### config.mk
export PLATFORM = sky130hd
export DESIGN_NAME = dmem_access_ctrl
export DESIGN_NICKNAME = d
export VERILOG_FILES = /design/src/rtl/dmem_access_ctrl.sv
export SDC_FILE = /design/constraint.sdc
export NUM_CORES = 1
export LEC_CHECK = 0
export CAP_MARGIN = 20
export CORE_AREA = 8 8 174 176
export DETAILED_ROUTE_END_ITERATION = 7
export DIE_AREA = 0 0 182 184
export HOLD_SLACK_MARGIN = 0.06
export MAX_ROUTING_LAYER = met4
export PLACE_DENSITY = 0.67
export SYNTH_ARGS = -nofsm -noshare
export SYNTH_HDL_FRONTEND = slang
export SYNTH_SLANG_ARGS = --single-unit
export TNS_END_PERCENT = 50
### constraint.sdc
create_clock -name clk -period 5.3 [get_ports clk]
set_clock_uncertainty 0.05 [all_clocks]
set_input_delay 1.325 -clock clk [delete_from_list [all_inputs] [get_ports clk]]
set_output_delay 1.325 -clock clk [all_outputs]
set_load 0.02 [all_outputs]
### src/rtl/dmem_access_ctrl.sv
// dmem_access_ctrl: Y86-64 data-memory initiator with req/ack handshake, range check and timeout
module dmem_access_ctrl #(
    parameter int MEM_WORDS = 1024,
    parameter int TIMEOUT = 16
) (
    input  logic        clk,
    input  logic        reset,
    input  logic        start,
    input  logic [3:0]  icode,
    input  logic [63:0] valA,
    input  logic [63:0] valE,
    input  logic [63:0] valP,
    output logic        ready,
    output logic        busy,
    output logic        done,
    output logic [63:0] valM,
    output logic        dmem_error,
    output logic        mem_req,
    output logic        mem_we,
    output logic [63:0] mem_addr,
    output logic [63:0] mem_wdata,
    input  logic        mem_ack,
    input  logic [63:0] mem_rdata
);
    localparam int CW = $clog2(TIMEOUT + 1);
    typedef enum logic [1:0] {IDLE, REQ, DONE} state_t;
    state_t state;
    logic [CW-1:0] cnt;
    logic is_wr, is_rd, bad;
    logic [63:0] addr, wdata;
    assign ready = state == IDLE;
    assign busy = state != IDLE;
    assign done = state == DONE;
    // Decode the operation: ret/popq address through valA, call writes the return address
    always_comb begin
        is_wr = icode == 4'h4 || icode == 4'h8 || icode == 4'hA;
        is_rd = icode == 4'h5 || icode == 4'h9 || icode == 4'hB;
        addr = (icode == 4'h9 || icode == 4'hB) ? valA : valE;
        wdata = icode == 4'h8 ? valP : valA;
        bad = addr >= 64'(MEM_WORDS);
    end
    // Control FSM with registered request fields, read data and error flag
    always_ff @(posedge clk) begin
        if (reset) begin
            state <= IDLE;
            cnt <= '0;
            valM <= '0;
            dmem_error <= 1'b0;
            mem_req <= 1'b0;
            mem_we <= 1'b0;
            mem_addr <= '0;
            mem_wdata <= '0;
        end else begin
            case (state)
                IDLE: if (start) begin
                    dmem_error <= 1'b0;
                    cnt <= '0;
                    if (!(is_wr || is_rd)) begin
                        state <= DONE;
                    end else if (bad) begin
                        dmem_error <= 1'b1;
                        state <= DONE;
                    end else begin
                        mem_req <= 1'b1;
                        mem_we <= is_wr;
                        mem_addr <= addr;
                        mem_wdata <= wdata;
                        state <= REQ;
                    end
                end
                REQ: if (mem_ack) begin
                    mem_req <= 1'b0;
                    if (!mem_we) valM <= mem_rdata;
                    state <= DONE;
                end else if (cnt == CW'(TIMEOUT - 1)) begin
                    mem_req <= 1'b0;
                    dmem_error <= 1'b1;
                    state <= DONE;
                end else begin
                    cnt <= cnt + CW'(1);
                end
                DONE: state <= IDLE;
                default: state <= IDLE;
            endcase
        end
    end
endmodule

Word level (Yosys, flattened, before mapping)
Cells that the tools add are included.
- $add $sub $neg: 1
- multiply operators: 0
- divide/modulo/power cells: 0
- order comparisons: 1
- eq/ne operators: 16
- shifts and indexed selects: 0
- muxes and demuxes: 24
- bitwise logic cells: 2
- reduce and logical (&&, ||, !) cells: 15
- operators by type and width (kind ; count):
    $mux 64 ; 2
    $ge 64x11->1 const B ; 1
    $eq 4x4->1 const B ; 4
    $mux 5 ; 3
    $reduce_and 4->1 ; 3
    $mux 1 ; 10
    $mux 2 ; 5
    $ne 2x2->1 const B ; 5
    $pmux 5 s2 ; 1
    $eq 4x3->1 const B ; 2
    $logic_or 1x1->1 ; 6
    $add 5x1->5 const B ; 1
    $eq 5x4->1 const B ; 1
    $reduce_and 5->1 ; 1
    $pmux 1 s2 ; 2
    $pmux 2 s2 ; 1
    $reduce_bool 2->1 ; 2
    $ne 3x3->1 const B ; 1
    $reduce_and 3->1 ; 1
    $eq 2x1->1 const B ; 1
    $eq 2x2->1 const B ; 1
    $logic_not 2->1 ; 1
    $ne 2x1->1 const B ; 1
    $not 1->1 ; 2
    $reduce_and 2->1 ; 1
- bits in registers: 202
- latch bits: 0
- RAM bits: 0
- bits in read-only memories: 0
- output and inout port bits: 198
- word-level logic and storage cells: 67
- memories: 0

Logic depth before layout (Yosys ltp)
Gate-level depths: netlist of the first run.
- depth in word-level cells: 8
- mapped depth: 8
- gate-level depth less buffers: 8

Worst setup path after synthesis of the first run
OpenSTA, ideal clock, no wires.
- kind: input to register
- start: in icode[3]
- end: reg mem_wdata[0]
- setup time: 0.121 ns
- arrival time: 2.686 ns
- required time: 5.129 ns
- path slack: 2.443 ns
- stages: 7
- cells stage by stage: nor2b_1 > nor3b_1 > buf_2 > buf_2 > mux2i_1 > nor2_1 > mux2_4
- word-level cells in the longest chain between the ends: 6
- elaborated cells on any way between the ends: 17
- those cells by class: order compare (1); eq/ne (6); mux (2); bitwise (1); reduce/logical (7)
- RTL lines (element ; RTL line ; text):
    from (decl) ; 9 ; input logic [3:0] icode,
    $eq 4x4->1 ; 37, 38 ;
    $logic_or 1x1->1 ; 38 ; addr = (icode == 4'h9 || icode == 4'hB) ? valA : valE;
    $mux 64 ; 38 ;
    $ge 64x11->1 ; 40 ; bad = addr >= 64'(MEM_WORDS);
    $not 1->1 (no line) ; -- ;
    $reduce_and 4->1 (no line) ; -- ;
    to (signal assigned) ; 67 ; mem_wdata <= wdata;
    to (decl) ; 21 ; output logic [63:0] mem_wdata,
Parallel ways exist; a longest one is shown, timed or not.
A chain may end at the register's enable or synchronous reset.

Worst setup path after layout of the first run
- start: in valA[23]
- end: reg mem_wdata[47]
- word-level cells in the longest chain between the ends: 4
- RTL lines (element ; RTL line ; text):
    from (decl) ; 10 ; input logic [63:0] valA,
    $mux 64 ; 38 ;
    $ge 64x11->1 ; 40 ;
    $not 1->1 (no line) ; -- ;
    $reduce_and 4->1 (no line) ; -- ;
Every way passes these cells.

==> results of run 1 <==
## synthesized netlist by cell type, types with 4 or more instances
cell type | number | area, um2
sky130_fd_sc_hd__mux2_4 | 59 | 885.9
sky130_fd_sc_hd__nor2b_1 | 78 | 488.0
sky130_fd_sc_hd__a21oi_1 | 80 | 400.4
sky130_fd_sc_hd__nor2_1 | 83 | 311.6
sky130_fd_sc_hd__nand4_1 | 7 | 43.79
sky130_fd_sc_hd__dfxtp_1 | 202 | 4044
sky130_fd_sc_hd__buf_2 | 13 | 65.06
sky130_fd_sc_hd__clkbuf_1 | 40 | 150.1
sky130_fd_sc_hd__mux2_2 | 16 | 180.2
sky130_fd_sc_hd__buf_6 | 7 | 78.83
sky130_fd_sc_hd__nor4_1 | 26 | 162.7
sky130_fd_sc_hd__mux2i_1 | 64 | 640.6
sky130_fd_sc_hd__nor3_1 | 4 | 20.02
sky130_fd_sc_hd__nor3b_1 | 57 | 427.9
sky130_fd_sc_hd__buf_1 | 7 | 26.28
sky130_fd_sc_hd__nand2_1 | 155 | 581.8
sky130_fd_sc_hd__nor3_2 | 4 | 40.04
## path summary, 6_finish.rpt
path / from / end / slack (ns) / depth (start not counted)
max: valA[23] / mem_wdata[47] / 1.62 / 6
min: valM[18] / valM[18] / 0.40 / 2
max reg2reg: state[1] / mem_wdata[47] / 3.11 / 5
min reg2reg: valM[18] / valM[18] / 0.40 / 2
## critical path: stages
cell,delay [ns]
sky130_fd_sc_hd__clkdlybuf4s50_1,0.43
sky130_fd_sc_hd__nor4_1,0.63
sky130_fd_sc_hd__nand4_1,0.29
sky130_fd_sc_hd__nor3_2,0.39
sky130_fd_sc_hd__o221a_2,0.57
sky130_fd_sc_hd__mux2_2,0.39
## state kept, by name (all words and copies together) (netlist names)
register    count
cnt             5
dmem_error      1
mem_addr       64
mem_req         1
mem_wdata      64
mem_we          1
state           2
valM           64
## routing by layer
metal / vias to the layer above / GRT usage
li1: 3966 / -
met1: 3727 / 0.2228
met2: 304 / 0.3179
met3: 60 / 0.06640
met4: 0 / 0.06691
met5: - / -
## layout make-up
type / instances / area [um2] / area share
clock buffer: 32 / 660.6 / 0.04616
tap: 346 / 432.9 / 0.03025
multi-input combinational: 650 / 4357 / 0.3044
sequential: 202 / 4044 / 0.2825
timing repair buffer: 470 / 4723 / 0.3300
clock inverter: 8 / 87.58 / 0.006119
inverter: 2 / 7.507 / 0.0005245
## power groups by stage
stage	Sequential, W	Combinational [W]	Clock [W]
floorplan	0.00155	0.0000884	0
global placement	0.00155	0.000329	0
detailed placement	0.00155	0.000330	0
CTS	0.00152	0.000333	0.00163
global route	0.00152	0.000353	0.00169
finish	0.00152	0.000330	0.00158
## logic make-up after synthesis
logic type	after synthesis	synth area share
buffers and inverters	69	0.03765
AO/OA/AOI/OAI	86	0.05302
AND/OR/NAND/NOR	421	0.2440
XOR/XNOR	2	0.002012
multiplexers	139	0.1960
flip-flops	202	0.4644
adder cells (fa/ha/maj)	2	0.002874
## metrics by stage
| step | setup WS, ns | cell area [um2] | hold slack, ns |
|---|---|---|---|
| 2_1_floorplan | 2.443 | 8707 | 0.4070 |
| 5_1_grt | 1.450 | 14310 | 0.4176 |
| 3_5_place_dp | 1.048 | 13560 | 0.3961 |
| 4_1_cts | 1.590 | 14310 | 0.4044 |
| 6_report | 1.620 | 14310 | 0.4016 |
| 3_3_place_gp | 1.044 | 13560 | 0.3906 |
==> run_summary.xml, run 1 <==
<?xml version="1.0" encoding="UTF-8"?>
<metrics>
  <group name="critical_path">
    <metric name="cp_data_required_time" unit="ns">5.66</metric>
    <metric name="worst_setup_path_start_kind" unit="">primary input</metric>
    <metric name="worstSetupPathType" unit="">in2reg</metric>
    <metric name="end_kind" unit="">flop</metric>
    <metric name="crit_fanout" unit="">19</metric>
    <metric name="worst_ep_arrival_time" unit="ns">4.05</metric>
  </group>
  <group name="yosys">
    <metric name="synth_nets" unit="">1187</metric>
    <metric name="synth.ff_latch_count" unit="">202</metric>
    <metric name="synth_enable_flop_cells" unit="">0</metric>
    <metric name="synth.avg_cell_area" unit="um2">9.454</metric>
    <metric name="synthesis.instances" unit="">921</metric>
    <metric name="synth-seq-area-share" unit="">0.4644</metric>
    <metric name="synthArstFlopShare" unit="">0</metric>
    <metric name="yosysUniqueCellTypes" unit="">31</metric>
    <metric name="dominantRegCellSynth" unit="">sky130_fd_sc_hd__dfxtp_1</metric>
    <metric name="synth_area" unit="um2">8707</metric>
    <metric name="synthesis.yosys.warnings" unit="">0</metric>
  </group>
  <group name="route">
    <metric name="drt-vias-per-instance" unit="">4.712</metric>
    <metric name="detail-route-antenna-nets" unit="">0</metric>
    <metric name="routed-wl-met2" unit="mm">15.81</metric>
    <metric name="detail_route.drc_violations" unit="">0</metric>
    <metric name="drt_pre_antenna_iters" unit="">4</metric>
    <metric name="routed-via-count" unit="">8057</metric>
    <metric name="topRoutingLayerUsed" unit="">met4</metric>
    <metric name="wl_met3" unit="mm">3.040</metric>
    <metric name="wl_met1" unit="mm">14.02</metric>
    <metric name="drt-initial-drc-count" unit="">334</metric>
    <metric name="route.final.wire_length" unit="mm">34.01</metric>
    <metric name="avgRoutedWirePerCell" unit="um">19.89</metric>
  </group>
  <group name="finish">
    <metric name="num-nets-final" unit="">1616</metric>
    <metric name="antennaDiodeCount" unit="">0</metric>
    <metric name="n_fill_cell" unit="">2480</metric>
    <metric name="drive_gt1_frac" unit="">0.09384</metric>
    <metric name="final_cells" unit="">1710</metric>
    <metric name="mostFrequentLayoutCells" unit="">460 x sky130_fd_sc_hd__clkdlybuf4s50_1, 202 x sky130_fd_sc_hd__dfxtp_1, 155 x sky130_fd_sc_hd__nand2_1, 83 x sky130_fd_sc_hd__nor2_1, 80 x sky130_fd_sc_hd__a21oi_1</metric>
    <metric name="final_core_utilization" unit="">0.5209</metric>
    <metric name="layout-area-overhead-vs-synth" unit="%">64.38</metric>
    <metric name="most_common_cell_after_layout_fill_and_taps_aside" unit="">sky130_fd_sc_hd__clkdlybuf4s50_1</metric>
  </group>
  <group name="power_and_ir_drop">
    <metric name="intPower" unit="W">0.002651</metric>
    <metric name="vdd.ir_drop.worst" unit="mV">0.2338</metric>
    <metric name="power_frac_comb" unit="">0.096</metric>
    <metric name="power.share.clock" unit="">0.460</metric>
    <metric name="switching_share" unit="">0.2268</metric>
    <metric name="p_total" unit="W">0.003428</metric>
    <metric name="p_leak" unit="nW">5.261</metric>
    <metric name="power-per-cell-area" unit="nW/um2">239.5</metric>
    <metric name="power.net_switching" unit="W">0.0007777</metric>
    <metric name="power.share.sequential" unit="">0.444</metric>
  </group>
  <group name="sta">
    <metric name="finalWorstPathRequiredPeriod" unit="ns">3.680</metric>
    <metric name="finalMaxSlewViolations" unit="">0</metric>
    <metric name="finalSetupViolCount" unit="">0</metric>
    <metric name="tightestPinTransition" unit="ns">1.024</metric>
    <metric name="timing.max_slew.rel_slack" unit="">0.3171</metric>
    <metric name="rsz_0062_raised_after_global_routing" unit="">no</metric>
    <metric name="hold_viol" unit="">0</metric>
    <metric name="setup_total_negative_slack" unit="ns">0</metric>
    <metric name="achievable-frequency" unit="MHz">271.7</metric>
    <metric name="fin_crit_sh" unit="">0.6944</metric>
  </group>
  <group name="clock_tree">
    <metric name="clock_tree.buffer_depth" unit="">3</metric>
    <metric name="cts_inserted_buffers" unit="">24</metric>
    <metric name="tritoncts" unit="">built</metric>
    <metric name="clk_transition_reported_paths" unit="ns">0.06</metric>
    <metric name="cts_setup_buffers" unit="">0</metric>
    <metric name="cts_root_buf" unit="">sky130_fd_sc_hd__clkbuf_16</metric>
    <metric name="count_of_cells_resized_by_post_cts_repair" unit="">0</metric>
    <metric name="clock_insertion_delay_worst_skew" unit="ns">0.52</metric>
    <metric name="clock_sinks" unit="">202</metric>
    <metric name="post_cts_hold_buffers" unit="">0</metric>
    <metric name="clock_tree.htree_level_count" unit="">1</metric>
  </group>
  <group name="place">
    <metric name="post-dp-hpwl" unit="mm">25.78</metric>
    <metric name="post-place-cells" unit="">1670</metric>
    <metric name="io_buffer_count" unit="">461</metric>
    <metric name="gp_congestion" unit="">0.9203</metric>
  </group>
  <group name="grt">
    <metric name="antenna_found_initial" unit="">0</metric>
    <metric name="grt_first_pass_wirelength" unit="mm">49.62</metric>
    <metric name="global_router_s_overall_resource_usage" unit="">0.1954</metric>
    <metric name="maximum_number_of_pins_on_one_net_before_global_route_repair" unit="">157</metric>
    <metric name="grt_remaining_overflow" unit="">0</metric>
    <metric name="first_global_vias" unit="">8146</metric>
  </group>
  <group name="outcome">
    <metric name="result_of_the_run" unit="">finished clean</metric>
  </group>
  <group name="min_path">
    <metric name="min-delay-path-class" unit="">reg2reg</metric>
  </group>
  <group name="floorplan">
    <metric name="io-pin-count" unit="">462</metric>
    <metric name="die-width" unit="um">182</metric>
    <metric name="chipHeight" unit="um">184</metric>
    <metric name="placementRows" unit="">61</metric>
    <metric name="floorplan.initialDensity" unit="">0.3169</metric>
    <metric name="design.core.area" unit="um2">27480</metric>
    <metric name="die_area" unit="um2">33490</metric>
  </group>
  <group name="job">
    <metric name="maximum_capacitance_violations" unit="">0</metric>
  </group>
</metrics>
Power figures use the tool's default switching activity.
==> run 2: changes to the inputs <==
--- a/config.mk
+++ b/config.mk
@@ -6,12 +6,12 @@
 export NUM_CORES = 1
 export LEC_CHECK = 0
 export CAP_MARGIN = 20
-export CORE_AREA = 8 8 174 176
+export CORE_AREA = 8 8 176 178
 export DETAILED_ROUTE_END_ITERATION = 7
-export DIE_AREA = 0 0 182 184
+export DIE_AREA = 0 0 184 186
 export HOLD_SLACK_MARGIN = 0.06
 export MAX_ROUTING_LAYER = met4
-export PLACE_DENSITY = 0.67
+export PLACE_DENSITY = 0.66
 export SYNTH_ARGS = -nofsm -noshare
 export SYNTH_HDL_FRONTEND = slang
 export SYNTH_SLANG_ARGS = --single-unit
==> constraint.sdc (replaced) <==
create_clock -name clk -period 3.46 [get_ports clk]
set_clock_uncertainty 0.05 [all_clocks]
set_input_delay 0.865 -clock clk [delete_from_list [all_inputs] [get_ports clk]]
set_output_delay 0.865 -clock clk [all_outputs]
set_load 0.02 [all_outputs]
==> run_summary.xml, run 2 (synthesized netlist as in run 1, its figures left out) <==
<?xml version="1.0" encoding="UTF-8"?>
<metrics>
  <group name="sta">
    <metric name="finalSetupViolCount" unit="">0</metric>
    <metric name="tightestPinTransition" unit="ns">0.7722</metric>
    <metric name="timing.max_slew.rel_slack" unit="">0.4852</metric>
    <metric name="finalMaxSlewViolations" unit="">0</metric>
    <metric name="rsz_0062_raised_after_global_routing" unit="">no</metric>
    <metric name="finalWorstSetupSlack" unit="ns">0.5131</metric>
    <metric name="finalWorstPathRequiredPeriod" unit="ns">2.947</metric>
    <metric name="fin_crit_sh" unit="">0.8517</metric>
    <metric name="hold_viol" unit="">0</metric>
    <metric name="achievable-frequency" unit="MHz">339.3</metric>
  </group>
  <group name="critical_path">
    <metric name="worst_path_largest_cell_delay" unit="ns">0.46</metric>
    <metric name="worstSetupPathType" unit="">in2reg</metric>
    <metric name="timing.critical_path.depth" unit="">8</metric>
    <metric name="critical-path-slowest-cell" unit="">sky130_fd_sc_hd__nor4_1</metric>
    <metric name="timing.critical_path.cells" unit="">clkdlybuf4s50_1 &gt; nor4_1 &gt; buf_4 &gt; nand4_1 &gt; nor3_2 &gt; o221ai_4 &gt; buf_12 &gt; mux2_4</metric>
    <metric name="worst_ep_arrival_time" unit="ns">3.31</metric>
    <metric name="r2r_cells" unit="">6</metric>
    <metric name="cp_data_required_time" unit="ns">3.82</metric>
    <metric name="end_kind" unit="">flop</metric>
    <metric name="crit_fanout" unit="">57</metric>
    <metric name="worst_setup_path_start_kind" unit="">primary input</metric>
    <metric name="crit_buf_inv" unit="">3</metric>
    <metric name="cp_top_family" unit="">simple AND/OR/NAND/NOR gates</metric>
  </group>
  <group name="clock_tree">
    <metric name="post_cts_hold_buffers" unit="">0</metric>
    <metric name="tritoncts" unit="">built</metric>
    <metric name="cts_setup_buffers" unit="">0</metric>
    <metric name="cts_inserted_buffers" unit="">25</metric>
    <metric name="count_of_cells_resized_by_post_cts_repair" unit="">0</metric>
    <metric name="clock_insertion_delay_worst_skew" unit="ns">0.53</metric>
    <metric name="clock_tree.buffer_depth" unit="">3</metric>
    <metric name="clk_transition_reported_paths" unit="ns">0.06</metric>
    <metric name="cts_root_buf" unit="">sky130_fd_sc_hd__clkbuf_16</metric>
    <metric name="clock_sinks" unit="">202</metric>
    <metric name="clock_tree.htree_level_count" unit="">1</metric>
  </group>
  <group name="route">
    <metric name="drt_pre_antenna_iters" unit="">6</metric>
    <metric name="detail-route-antenna-nets" unit="">0</metric>
    <metric name="drt-vias-per-instance" unit="">4.608</metric>
    <metric name="avgRoutedWirePerCell" unit="um">19.59</metric>
    <metric name="drt-initial-drc-count" unit="">404</metric>
    <metric name="route.final.wire_length" unit="mm">34.60</metric>
    <metric name="routed-via-count" unit="">8137</metric>
    <metric name="detail_route.drc_violations" unit="">0</metric>
  </group>
  <group name="finish">
    <metric name="reg_top3" unit="">mem_addr (64), mem_wdata (64), valM (64)</metric>
    <metric name="mostFrequentLayoutCells" unit="">460 x sky130_fd_sc_hd__clkdlybuf4s50_1, 202 x sky130_fd_sc_hd__dfxtp_1, 155 x sky130_fd_sc_hd__nand2_1, 83 x sky130_fd_sc_hd__nor2_1, 80 x sky130_fd_sc_hd__a21oi_1</metric>
    <metric name="final_core_utilization" unit="">0.5170</metric>
    <metric name="num-nets-final" unit="">1632</metric>
    <metric name="drive_gt1_frac" unit="">0.1043</metric>
    <metric name="most_common_cell_after_layout_fill_and_taps_aside" unit="">sky130_fd_sc_hd__clkdlybuf4s50_1</metric>
    <metric name="layout-area-overhead-vs-synth" unit="%">67.67</metric>
    <metric name="final_cells" unit="">1766</metric>
  </group>
  <group name="grt">
    <metric name="grt_remaining_overflow" unit="">0</metric>
    <metric name="antenna_found_initial" unit="">1</metric>
    <metric name="grt_first_pass_wirelength" unit="mm">49.88</metric>
    <metric name="global_router_s_overall_resource_usage" unit="">0.1929</metric>
    <metric name="first_global_vias" unit="">8214</metric>
    <metric name="maximum_number_of_pins_on_one_net_before_global_route_repair" unit="">160</metric>
  </group>
  <group name="place">
    <metric name="io_buffer_count" unit="">461</metric>
    <metric name="pre_cts_slack" unit="ns">-0.05781</metric>
    <metric name="post-place-cells" unit="">1723</metric>
    <metric name="gp_congestion" unit="">0.8670</metric>
    <metric name="post-dp-hpwl" unit="mm">26.46</metric>
  </group>
  <group name="outcome">
    <metric name="result_of_the_run" unit="">finished clean</metric>
  </group>
  <group name="job">
    <metric name="maximum_capacitance_violations" unit="">0</metric>
  </group>
  <group name="power_and_ir_drop">
    <metric name="p_leak" unit="nW">5.395</metric>
    <metric name="p_total" unit="W">0.005434</metric>
    <metric name="power-per-cell-area" unit="nW/um2">372.2</metric>
    <metric name="vdd.ir_drop.worst" unit="mV">0.3721</metric>
  </group>
  <group name="floorplan">
    <metric name="design.core.area" unit="um2">28240</metric>
    <metric name="floorplan.initialDensity" unit="">0.3084</metric>
    <metric name="die-width" unit="um">184</metric>
    <metric name="chipHeight" unit="um">186</metric>
    <metric name="placementRows" unit="">62</metric>
    <metric name="die_area" unit="um2">34220</metric>
    <metric name="io-pin-count" unit="">462</metric>
  </group>
  <group name="min_path">
    <metric name="hold-path-cell-count" unit="">2</metric>
    <metric name="min-delay-path-class" unit="">reg2reg</metric>
  </group>
</metrics>
run 2: power by group:
part / internal, W / total, W / switching (W)
combinational: 0.000327 / 0.000519 / 0.000192
clock: 0.00157 / 0.00259 / 0.00102
sequential: 0.00233 / 0.00233 / 0.00000152
run 2: final timing paths:
check	startpoint	slack, ns	endpoint
max	valA[14]	0.51	mem_addr[8]
min	valM[24]	0.40	valM[24]
max reg2reg	state[1]	1.21	mem_addr[8]
min reg2reg	valM[24]	0.40	valM[24]
run 2: area by class of cell:
class / instances / area, um2
antenna: 1 / 2.502
multi-input combinational: 650 / 4357
clock buffer: 35 / 703.2
tap: 384 / 480.5
inverter: 2 / 7.507
clock inverter: 7 / 106.4
timing repair buffer: 485 / 4898
sequential: 202 / 4044
fill: 2657 / 13640
run 2: through the flow:
| stage | TNS (ns) | hold slack [ns] | cell area [um2] |
|---|---|---|---|
| 2_1_floorplan | 0 | 0.4070 | 8707 |
| 3_3_place_gp | -7.070 | 0.3903 | 13790 |
| 3_5_place_dp | -2.599 | 0.3957 | 13790 |
| 4_1_cts | 0 | 0.4034 | 14600 |
| 5_1_grt | 0 | 0.4182 | 14600 |
| 6_report | 0 | 0.4012 | 14600 |
run 2: worst register-to-register path, stage by stage, from the launching register on:
cell	delay, ns
sky130_fd_sc_hd__dfxtp_1	0.36
sky130_fd_sc_hd__nor2_1	0.39
sky130_fd_sc_hd__nand2_1	0.17
sky130_fd_sc_hd__nor2_1	0.29
sky130_fd_sc_hd__o221ai_4	0.18
sky130_fd_sc_hd__buf_12	0.25
sky130_fd_sc_hd__mux2_4	0.43
run 2: layer usage:
metal | vias up | track usage | part of all wire
met1 | 3805 | 0.2198 | 0.40
met4 | 0 | 0.04808 | 0.021
met3 | 42 | 0.05817 | 0.080
met2 | 286 | 0.3276 | 0.50
met5 | - | - | 0
li1 | 4004 | - | -
==> RTL edit 1: new RTL, flow settings as in run 2 <==
The parameter `TIMEOUT` goes from 16 to 32.
--- a/src/rtl/dmem_access_ctrl.sv
+++ b/src/rtl/dmem_access_ctrl.sv
@@ -1,7 +1,7 @@
 // dmem_access_ctrl: Y86-64 data-memory initiator with req/ack handshake, range check and timeout
 module dmem_access_ctrl #(
     parameter int MEM_WORDS = 1024,
-    parameter int TIMEOUT = 16
+    parameter int TIMEOUT = 32
 ) (
     input  logic        clk,
     input  logic        reset,
Formal check against the unedited RTL: no difference found for any inputs over 4 cycles, from zero or initial values and one cycle with reset high; that may be too few to reach the edited logic, so the function may still have changed.
==> RTL edit 1 against run 2 <==
  * Sequential cell count up 1
  * First-iteration DRC count up 3.7%
  * Worst setup slack better by 28 ps
  * Routed wire length up 1.1%
  * Utilization grew 0.32 points
  * Power shrank 0.51%
  * Final area up 0.62%
  * Area after synthesis grew 0.89%
==> RTL edit 1: results (changes against run 2) <==
stage	metric	value	unit	change
status	status	finished, final reports clean		
clocking	cts_buffer_depth	3		unchanged
drt	drt_iter0_drc	419		+3.7%
drt	viasPerCell	4.612		about the same
placement	hpwl	26990	um	+2.0%
setup_path	reg2regPathDepth	6		unchanged
clocking	clk-insertion-delay-late	530	ps	about the same
clocking	root_buffer	clkbuf_16		
hold_path	hold_depth	2		unchanged
setup_path	critPathMaxFanout	9		-84%
setup_path	cp.arrival	2000	ps	-1310 ps
yosys	synthFlopType	dfxtp_1		
yosys	yosys-top-cells-area	dfxtp_1, mux2_4, mux2i_1		
setup_path	crit_family	buffers and inverters		
drt	drtPass1Iterations	5		-1
timing	max_slew_margin	52.54	%	+4.0 points
yosys	yosysWarnings	0		unchanged
global_route	grt_pass1_wl	50850	um	+2.0%
yosys	synthTopCellsByCount	dfxtp_1, nand2_1, a21oi_1, nor2_1, nor2b_1		
hold_path	hp-start	valM[58]		
layout	drive_gt1_share	10.72	%	+0.29 points
setup_path	r2r-start	state[1]		
global_route	grt_usage	19.72	%	+0.43 points
yosys	ys_seq_area_share	46.26	%	-0.18 points
layout	final.fill_count	2627		-1.1%
hold_path	hold_class	reg2reg		
power_and_ir_drop	peakVddDrop	0.0003457	V	-7.1%
setup_path	slowest_delay	690	ps	+230 ps
yosys	ys_types	35		+13%
drt	routed_wl	34990	um	+1.1%
yosys	syn-num-nets	1196		+0.76%
power_and_ir_drop	cellLeakagePower	5.397	nW	about the same
yosys	async_flop_share	0	%	unchanged
global_route	grt_start_max_net_pins	83		-48%
placement	gp_congestion	0.9324		+7.5%
placement	numPortBuffers	461		unchanged
global_route	grt_pass1_vias	8323		+1.3%
setup_path	r2r_end	mem_wdata[33]		
layout	final_nets	1638		+0.37%
setup_path	r2r_slack	1300	ps	+90 ps
global_route	grt_antenna_before_repair	3		+2
clocking	postCtsSetupBuffers	0		unchanged
hold_path	holdPathEnd	valM[58]		
clocking	htree_num_levels	1		unchanged
clocking	numCtsBuffers	24		-4.0%
setup_path	slowest_stage	clkdlybuf4s50_1		
layout	top_regs	mem_addr: 64 flops, mem_wdata: 64 flops, valM: 64 flops		
timing	fin_hold_ws	400.1	ps	-1.055 ps
clocking	path_clk_slew	60	ps	about the same
clocking	ctsResizeCount	0		unchanged
-- RTL edit 1: final cells by class --
class                   instances  area (um^2)  area share (%)
repair buffers                483         4908           33.42
multi-input cells             655         4402           29.97
flip-flops and latches        203         4064           27.67
clock buffers                  32        680.7           4.634
well taps                     384        480.5           3.271
clock inverters                11        121.4          0.8262
inverters                       6        22.52          0.1533
diodes                          4        10.01         0.06814
-- RTL edit 1: where the power goes --
part / internal [mW] / switching (mW) / leakage (nW) / total (mW)
Sequential: 2.34 / 0.00238 / 1.63 / 2.34
Combinational: 0.325 / 0.192 / 3.37 / 0.517
Clock: 1.53 / 1.02 / 0.394 / 2.55
-- RTL edit 1: cell families after synthesis --
kind of cell	synth area share (%)
xor gates and xnor gates	0.3988
and+or+nand+nor	23.90
DFF	46.26
adders and majority gates	0.1424
muxes	19.43
buffers and inverters	3.903
AOI/OAI and AO/OA	5.968
-- RTL edit 1: per-stage QoR --
stage	instance area, um^2	std cells	total power, mW	setup WS (ps)
after floorplan	8785	931	2.530	1031
final	14690	1778	5.406	541.5
after CTS	14680	1774	5.487	522.0
after global placement	13880	1731	2.907	128.3
after global routing	14690	1777	5.614	486.2
after detailed placement	13880	1731	2.910	128.1
-- RTL edit 1: worst max path at each step --
stage | start | endpoint | depth (start not counted)
final | state[1] | ready | 2
after global routing | valA[29] | mem_wdata[62] | 9
after CTS | state[1] | ready | 2
after detailed placement | valA[29] | mem_wdata[39] | 9
after global placement | valA[29] | mem_wdata[14] | 9
after floorplan | valE[53] | mem_wdata[47] | 6
-- RTL edit 1: layer usage --
metal  global-route usage, %  wire length [um]  up-vias  part of all wire, %
li1                        -                 -     4039                    -
met1                   22.52             14100     3808                   40
met2                   32.91             17190      298                   49
met3                   5.602              2735       55                  7.8
met4                   6.647               958        0                  2.7
met5                       -                 0        -                    0
==> RTL edit 2: new RTL, settings of run 2 <==
Without the edit above. Encoding of `state_t`: now one-hot (3 bits for 3 states).
--- a/src/rtl/dmem_access_ctrl.sv
+++ b/src/rtl/dmem_access_ctrl.sv
@@ -23,7 +23,7 @@
     input  logic [63:0] mem_rdata
 );
     localparam int CW = $clog2(TIMEOUT + 1);
-    typedef enum logic [1:0] {IDLE, REQ, DONE} state_t;
+    typedef enum logic [2:0] {IDLE = 3'b001, REQ = 3'b010, DONE = 3'b100} state_t;
     state_t state;
     logic [CW-1:0] cnt;
     logic is_wr, is_rd, bad;
Check against the original RTL: same outputs for any inputs over 4 cycles, from zero or initial values and one cycle with reset high; so few cycles prove little.
==> RTL edit 2 against run 2 <==
  * Global-route usage is 0.61 points higher
  * Sequential cell count is 1 higher
  * Final area is 0.12% higher
  * Routed wire length is 0.19% higher
  * Power is 0.39% higher
  * Count of clock-buffer cells in the layout is 1 lower
  * Area after synthesis is 2.4% lower
  * Worst setup slack worse by 260 ps
  * Combinational power is 2% higher
  * Largest power group unchanged
==> RTL edit 2: results (changes against run 2) <==
stage	metric	value	unit	change
status	status	finished, final reports clean		
global_route	use_met3	5.661	%	-0.16 points
hold_path	hp-start	valM[39]		
global_route	grt_pass1_vias	8685		+5.7%
layout	multi_input_area_share	28.33	%	-1.5 points
layout	stdcell_count	1788		+1.2%
global_route	grt_antenna_before_repair	0		-1
global_route	grt_use_met1	22.44	%	+0.46 points
timing	max_slew.worst_pin.slew	772.3	ps	+0.1324 ps
clocking	numCtsBuffers	24		-4.0%
global_route	grt_start_max_net_pins	104		-35%
global_route	grt_pass1_wl	51500	um	+3.2%
yosys	yosys-top-cells-area	dfxtp_1, mux2_2, mux2i_1		
placement	place_ws	-214.7	ps	-156.9 ps
power_and_ir_drop	cellLeakagePower	5.318	nW	-1.4%
global_route	grt_usage	19.89	%	+0.61 points
layout	clkbuf_count	34		-2.9%
placement	hpwl	26800	um	+1.3%
setup_path	slowest_delay	610	ps	+150 ps
yosys	ys_seq_area_share	47.81	%	+1.4 points
drt	drt_iter0_drc	332		-18%
layout	seq_share	27.80	%	+0.10 points
yosys	synthTopCellsByCount	dfxtp_1, nand2_1, a21oi_1, nor2b_1, nor2_1		
drt	routed_wl	34660	um	+0.19%
power_and_ir_drop	clkPwrFrac	47.3	%	-0.3 points
==> RTL edit 2: cells by family (layout without fill, tap and decap cells) <==
logic type | count (synthesis) | in the layout | synth area share, %
mux | 139 | 139 | 17.47
buf+inv | 69 | 558 | 3.621
flops | 203 | 203 | 47.81
simple gates | 408 | 408 | 24.46
fa+ha+maj | 2 | 2 | 0.2943
xor+xnor | 2 | 2 | 0.2061
compound gates | 92 | 92 | 6.138
==> RTL edit 2: routing by layer <==
metal	vias up	share of wire [%]	routed length, um
met2	264	49	16900
met4	0	3.5	1210
met1	3869	40	13960
met3	64	7.5	2591
li1	4056	-	-
met5	-	0	0
==> RTL edit 2: final timing paths <==
path              endpoint  slack, ps  cells after the start
setup / recovery    mem_we        260                      9
hold / removal    valM[39]        400                      2
hold reg to reg   valM[39]        400                      2
setup reg to reg    mem_we       1090                      8
==> RTL edit 2: worst min-delay path: stages, from the launching register on <==
cell     delay (ps)
dfxtp_1         300
nand2_1          50
a21oi_1          50
